--- src/rtl/video_pattern_gen.sv ---
// video_pattern_gen: raster timing source with four selectable test patterns.
// Stage 0 holds the FSM, the h/v counters, the latched mode and the colour-bar
// sub-counter; every output is registered from stage 0 (one cycle of latency).
module video_pattern_gen #(
  parameter int unsigned H_ACTIVE = 640,
  parameter int unsigned H_BLANK  = 160,
  parameter int unsigned V_ACTIVE = 480,
  parameter int unsigned V_BLANK  = 45
) (
  input  logic       clk,
  input  logic       rst,
  input  logic       i_en,
  input  logic [1:0] i_mode,
  output logic       o_hav,
  output logic       o_vav,
  output logic [7:0] o_r,
  output logic [7:0] o_g,
  output logic [7:0] o_b,
  output logic       o_frame_start,
  output logic       o_busy
);

  localparam int unsigned H_TOTAL = H_ACTIVE + H_BLANK;
  localparam int unsigned V_TOTAL = V_ACTIVE + V_BLANK;
  localparam int unsigned HW      = $clog2(H_TOTAL);
  localparam int unsigned VW      = $clog2(V_TOTAL);
  localparam int unsigned BAR_LEN = H_ACTIVE / 8;
  localparam int unsigned BW      = (BAR_LEN > 1) ? $clog2(BAR_LEN) : 1;

  localparam logic [HW-1:0] H_LAST     = HW'(H_TOTAL - 1);
  localparam logic [HW-1:0] H_ACT      = HW'(H_ACTIVE);
  localparam logic [HW-1:0] H_ACT_LAST = HW'(H_ACTIVE - 1);
  localparam logic [VW-1:0] V_LAST     = VW'(V_TOTAL - 1);
  localparam logic [VW-1:0] V_ACT      = VW'(V_ACTIVE);
  localparam logic [BW-1:0] BAR_LAST   = BW'(BAR_LEN - 1);

  typedef enum logic [1:0] {
    S_IDLE,
    S_RUN,
    S_DRAIN
  } state_e;

  // stage 0
  state_e        state_q,   state_d;
  logic [HW-1:0] h_cnt_q,   h_cnt_d;
  logic [VW-1:0] v_cnt_q,   v_cnt_d;
  logic [1:0]    mode_q,    mode_d;
  logic [BW-1:0] bar_sub_q, bar_sub_d;
  logic [2:0]    bar_k_q,   bar_k_d;

  // registered outputs
  logic       hav_q,  hav_d;
  logic       vav_q,  vav_d;
  logic [7:0] r_q,    r_d;
  logic [7:0] g_q,    g_d;
  logic [7:0] b_q,    b_d;
  logic       fs_q,   fs_d;
  logic       busy_q, busy_d;

  logic       frame_last;
  logic       running;
  logic [7:0] h8;
  logic [7:0] v8;
  logic [7:0] chk;

  // Next state, counter advance, bar sub-counter and mode latch.
  always_comb begin
    state_d   = state_q;
    h_cnt_d   = h_cnt_q;
    v_cnt_d   = v_cnt_q;
    mode_d    = mode_q;
    bar_sub_d = bar_sub_q;
    bar_k_d   = bar_k_q;

    frame_last = (h_cnt_q == H_LAST) && (v_cnt_q == V_LAST);

    if (state_q != S_IDLE) begin
      if (h_cnt_q == H_LAST) begin
        h_cnt_d = '0;
        v_cnt_d = (v_cnt_q == V_LAST) ? '0 : v_cnt_q + 1'b1;
      end else begin
        h_cnt_d = h_cnt_q + 1'b1;
      end
      // Bars restart from index 0 once the active part of the line is done,
      // so the sub-counter is already aligned when the next line begins.
      if (h_cnt_q >= H_ACT_LAST) begin
        bar_sub_d = '0;
        bar_k_d   = '0;
      end else if (bar_sub_q == BAR_LAST) begin
        bar_sub_d = '0;
        bar_k_d   = bar_k_q + 3'd1;
      end else begin
        bar_sub_d = bar_sub_q + 1'b1;
      end
    end

    case (state_q)
      S_IDLE: begin
        if (i_en) begin
          state_d   = S_RUN;
          h_cnt_d   = '0;
          v_cnt_d   = '0;
          bar_sub_d = '0;
          bar_k_d   = '0;
          mode_d    = i_mode;
        end
      end
      S_RUN: begin
        if (!i_en) begin
          state_d = frame_last ? S_IDLE : S_DRAIN;
        end else if (frame_last) begin
          mode_d = i_mode;
        end
      end
      S_DRAIN: begin
        if (frame_last) begin
          state_d = S_IDLE;
        end
      end
      default: state_d = S_IDLE;
    endcase
  end

  // Output decode from stage 0: timing flags and pattern pixel data.
  always_comb begin
    running = (state_q != S_IDLE);
    hav_d   = running && (h_cnt_q < H_ACT);
    vav_d   = running && (v_cnt_q < V_ACT);
    fs_d    = running && (h_cnt_q == '0) && (v_cnt_q == '0);
    busy_d  = running;
    h8      = 8'(h_cnt_q);
    v8      = 8'(v_cnt_q);
    chk     = (h8[4] ^ v8[4]) ? 8'hFF : 8'h00;
    r_d     = '0;
    g_d     = '0;
    b_d     = '0;
    if (hav_d && vav_d) begin
      case (mode_q)
        2'd0: begin
          r_d = bar_k_q[1] ? 8'h00 : 8'hFF;
          g_d = bar_k_q[2] ? 8'h00 : 8'hFF;
          b_d = bar_k_q[0] ? 8'h00 : 8'hFF;
        end
        2'd1: begin
          r_d = h8;
          g_d = h8;
          b_d = h8;
        end
        2'd2: begin
          r_d = v8;
          g_d = v8;
          b_d = v8;
        end
        default: begin
          r_d = chk;
          g_d = chk;
          b_d = chk;
        end
      endcase
    end
  end

  // Stage-0 and output registers with synchronous reset.
  always_ff @(posedge clk) begin
    if (rst) begin
      state_q   <= S_IDLE;
      h_cnt_q   <= '0;
      v_cnt_q   <= '0;
      mode_q    <= '0;
      bar_sub_q <= '0;
      bar_k_q   <= '0;
      hav_q     <= 1'b0;
      vav_q     <= 1'b0;
      r_q       <= '0;
      g_q       <= '0;
      b_q       <= '0;
      fs_q      <= 1'b0;
      busy_q    <= 1'b0;
    end else begin
      state_q   <= state_d;
      h_cnt_q   <= h_cnt_d;
      v_cnt_q   <= v_cnt_d;
      mode_q    <= mode_d;
      bar_sub_q <= bar_sub_d;
      bar_k_q   <= bar_k_d;
      hav_q     <= hav_d;
      vav_q     <= vav_d;
      r_q       <= r_d;
      g_q       <= g_d;
      b_q       <= b_d;
      fs_q      <= fs_d;
      busy_q    <= busy_d;
    end
  end

  assign o_hav         = hav_q;
  assign o_vav         = vav_q;
  assign o_r           = r_q;
  assign o_g           = g_q;
  assign o_b           = b_q;
  assign o_frame_start = fs_q;
  assign o_busy        = busy_q;

endmodule

--- config.mk ---
export PLATFORM = sky130hd
export DESIGN_NAME = video_pattern_gen
export DESIGN_NICKNAME = d
export VERILOG_FILES = /design/src/rtl/video_pattern_gen.sv
export SDC_FILE = /design/constraint.sdc
export NUM_CORES = 1
export LEC_CHECK = 0
export ABC_AREA = 1
export CORE_MARGIN = 5
export CORE_UTILIZATION = 55
export CTS_CLUSTER_DIAMETER = 150
export DETAILED_ROUTE_END_ITERATION = 6
export HOLD_SLACK_MARGIN = 0.08
export PLACE_DENSITY = 0.78
export SLEW_MARGIN = 10
export SYNTH_ARGS = -nofsm -noshare
export SYNTH_HDL_FRONTEND = slang
export SYNTH_SLANG_ARGS = --single-unit
--- constraint.sdc ---
create_clock -name clk -period 2 [get_ports clk]
set_input_delay 0.3 -clock clk [delete_from_list [all_inputs] [get_ports clk]]
set_output_delay 0.3 -clock clk [all_outputs]
set_load 0.05 [all_outputs]
==> metrics <==
Clock power frac 0.388; via count of the first global-routing pass 2568; Vert. Die Dim between 80 and 90 µm; number of remaining DRC errors 0; fraction of layout cells with a size suffix above 1 0.0858; highest-count cells in the layout ignoring fill and taps 89 x nand2_1, 62 x dfxtp_1, 49 x inv_1, 47 x nor2_1, 32 x clkdlybuf4s50_1; Filler cells 480; Gate Count Post-Synth ~400; combinational power share 0.148; endpoint of the worst-slack reg-to-reg timing path h_cnt_q[8]; Yosys top cell by area dfxtp_1; count of cells along the worst hold path 2; outcome finished clean; post-synthesis area per instance 7.30 µm²; Net Switching approximately 0.84 mW; end point of the worst hold path bar_sub_q[5]; Wirelength per Cell around 14 µm; TritonCTS sink count 62; first-pass iteration count of the detailed router 4; syn_nets 412; CP Data Arrival Time just over 2 ns; 1st-iter DRT viols 237; sequential power share 0.464; ranking of synthesized cells by area dfxtp_1 42%, nand2_1 11%, inv_1 6.3%; maximum number of pins on one net before global-route repair 26; total of warnings raised by yosys 0; global-route wire length before repair 11.9 mm; flop2flop setup slack 0.21 ns; number of synthesized register bits 62; Fin Setup TNS 0 ns; met2 usage in global routing 0.343; source-to-sink clock delay at the later pin of the worst-skew pair 0.34 ns; crit-path max FO 10; total of max-cap violations 0; worst min-delay path category flop to flop; final number of setup-violating endpoints 0; number of buffers inserted by post-CTS setup repair 0; drt total wl 6.98 mm; multi-input gate area in the final layout 1380 µm²; die width 82.9 µm; Worst EP required 2.23 ns; number of gates resized after CTS 0; sequential cell area in the final layout approximately 1200 µm²; maximum ir drop on the vdd rail 0.533 mV; n_diodes 0; Die Area around 6900 µm²; worst-case clock buffer depth 2; netlist area before placement approximately 3000 µm²; total track usage 0.211; most used cell, CP nor2_1; net count reported at finish 449; P per Cell Area 816 nW/µm²; slowest stage delay, CP 0.42 ns; pin slew with the least headroom to its limit 0.526 ns; worst setup path category flop to flop; clock transition time at the flip-flop clock pins of the worst setup and hold paths 0.07 ns; Setup crit end kind flop; layer with the highest usage after global routing met2; DP Area 3270 µm²; Cell variety after synth 31; initial cell density of the core 0.569; final max-slew violation count 0; number of top-level design ports 33; fraction of synthesized cell area taken by the top area cell type 0.424; number of hold buffers added after cts 0; global routing usage on met1 0.260; cell area after layout between 3000 and 4000 µm²; achievable clock frequency ~560 MHz; Final Wtd Congestion 0.911; count of buffer and inverter cells on the critical path 0; clock tree from TritonCTS yes; Internal Pwr Total 1.99 mW; final hold violation count 0; H-tree depth 3; Fin Clk Skew 0.00506 ns; growth of design area from synthesis to finish 18.6%; # rows 26; final worst path period share 0.895; total overflow reported by the global router 0; port buffer count 32; category of cells accounting for the largest share of critical-path delay simple AND/OR/NAND/NOR gates; worst reg2reg path depth 6; leakage power of the design 1.28 nW; Placeable Area 5140 µm²; vias around 2800; launching element type of the critical path flop; antenna violations before repair 0; proportion of synthesized chip area in sequential cells 0.424; slowest library cell on the worst path dfxtp_1; commonest non-fill, non-tap cell in the layout nand2_1; switching power share of the total 0.298; routed via count divided by cell count 5.37; RSZ-0062 raised after global routing false; Max-Slew Margin vs Limit 0.648; final core occ 0.675; number of clock buffers inserted by TritonCTS 9; Cell Chain, Critical Path ha_1 > nand4_2 > nor2_4 > nor2_1 > o21ai_1 > nor2_1; worst flop-to-flop path startpoint h_cnt_q[0]; Root Buffer clkbuf_8; launch point of the worst hold path bar_sub_q[5]; placed wire-length estimate after detailed placement 5.08 mm; post-route antenna net violation count 0; met3 track demand over resource in global routing 0.0485; crit path time final 1.79 ns
state kept, by name, summed over array words and instances, names as in the netlist:
signal	count
v_cnt_q	10
bar_k_q	3
mode_q	2
o_b	8
o_frame_start	1
o_vav	1
o_r	8
bar_sub_q	7
h_cnt_q	10
o_hav	1
o_g	8
state_q	2
o_busy	1
kinds of logic after synthesis:
group	synth area share
xor+xnor	0.00599
simple gates	0.281
compound gates	0.160
buf+inv	0.103
flops	0.424
fa+ha+maj	0.0257
synthesized netlist by cell type:
| master | count |
|---|---|
| nor2_1 | 47 |
| inv_2 | 3 |
| buf_4 | 1 |
| clkbuf_8 | 3 |
| xor2_1 | 2 |
| nand4_2 | 1 |
| o21ai_0 | 11 |
| or2_2 | 2 |
| nor2_2 | 1 |
| nand3b_1 | 2 |
| dfxtp_1 | 62 |
| a21oi_1 | 25 |
| nor2_4 | 4 |
| nand4_1 | 7 |
| a21boi_1 | 1 |
| nor3_1 | 3 |
| ha_1 | 6 |
| a221oi_2 | 1 |
| nand2_1 | 89 |
| clkbuf_1 | 2 |
| a32o_1 | 1 |
| inv_1 | 49 |
| o21ai_1 | 3 |
| o22ai_1 | 8 |
| buf_2 | 3 |
| a31oi_1 | 24 |
| nand3_1 | 31 |
| a21oi_2 | 3 |
| a211oi_1 | 2 |
| buf_6 | 3 |
| nand2_2 | 1 |
metrics by stage:
| stage | setup WS (ns) | total power [mW] | hold slack [ns] | cells |
|---|---|---|---|---|
| 2_1_floorplan | 0.578 | 1.64 | 0.434 | 401 |
| 3_3_place_gp | 0.281 | 1.75 | 0.474 | 497 |
| 3_5_place_dp | 0.224 | 1.76 | 0.484 | 497 |
| 4_1_cts | 0.198 | 2.85 | 0.497 | 513 |
| 5_1_grt | 0.0790 | 2.95 | 0.516 | 513 |
| 6_report | 0.211 | 2.83 | 0.491 | 513 |
power by group through the flow:
| stage | Sequential (mW) | Clock, mW | Combinational [mW] |
|---|---|---|---|
| finish | 1.31 | 1.10 | 0.420 |
| global route | 1.32 | 1.19 | 0.450 |
| CTS | 1.31 | 1.12 | 0.422 |
| detailed placement | 1.34 | 0 | 0.420 |
| global placement | 1.34 | 0 | 0.413 |
| floorplan | 1.48 | 0 | 0.157 |
worst register-to-register path: cells and delay by family (launching register included):
kind | cells | cell delay (ns)
and+or+nand+nor | 4 | 0.73
adders and majority gates | 1 | 0.26
DFF | 1 | 0.42
AOI/OAI and AO/OA | 1 | 0.27
per-layer routing:
layer  share of wire  vias up  wire, µm
met4           0.031        0       216
met5               0        -         0
met3           0.045       22       315
li1                -     1402         -
met1            0.44     1268      3100
met2            0.48       64      3350
worst max-delay path by stage:
| stage | start | to | slack (ns) | cells past startpoint |
|---|---|---|---|---|
| 3_5_place_dp | rst | h_cnt_q[9] | 0.22 | 5 |
| 5_1_grt | h_cnt_q[0] | v_cnt_q[4] | 0.08 | 7 |
| 3_3_place_gp | rst | h_cnt_q[1] | 0.28 | 4 |
| 6_report | h_cnt_q[0] | h_cnt_q[8] | 0.21 | 6 |
| 2_1_floorplan | bar_sub_q[0] | bar_sub_q[6] | 0.58 | 8 |
| 4_1_cts | o_r[0] | o_r[0] | 0.20 | 1 |
layout make-up:
type,count,area share
inverter,52,0.0563
timing repair buffer,38,0.105
clock inverter,7,0.0209
tap,70,0.0252
multi-input combinational,275,0.399
sequential,62,0.358
clock buffer,9,0.0357
No activity file was read; power rests on OpenSTA's default activity.
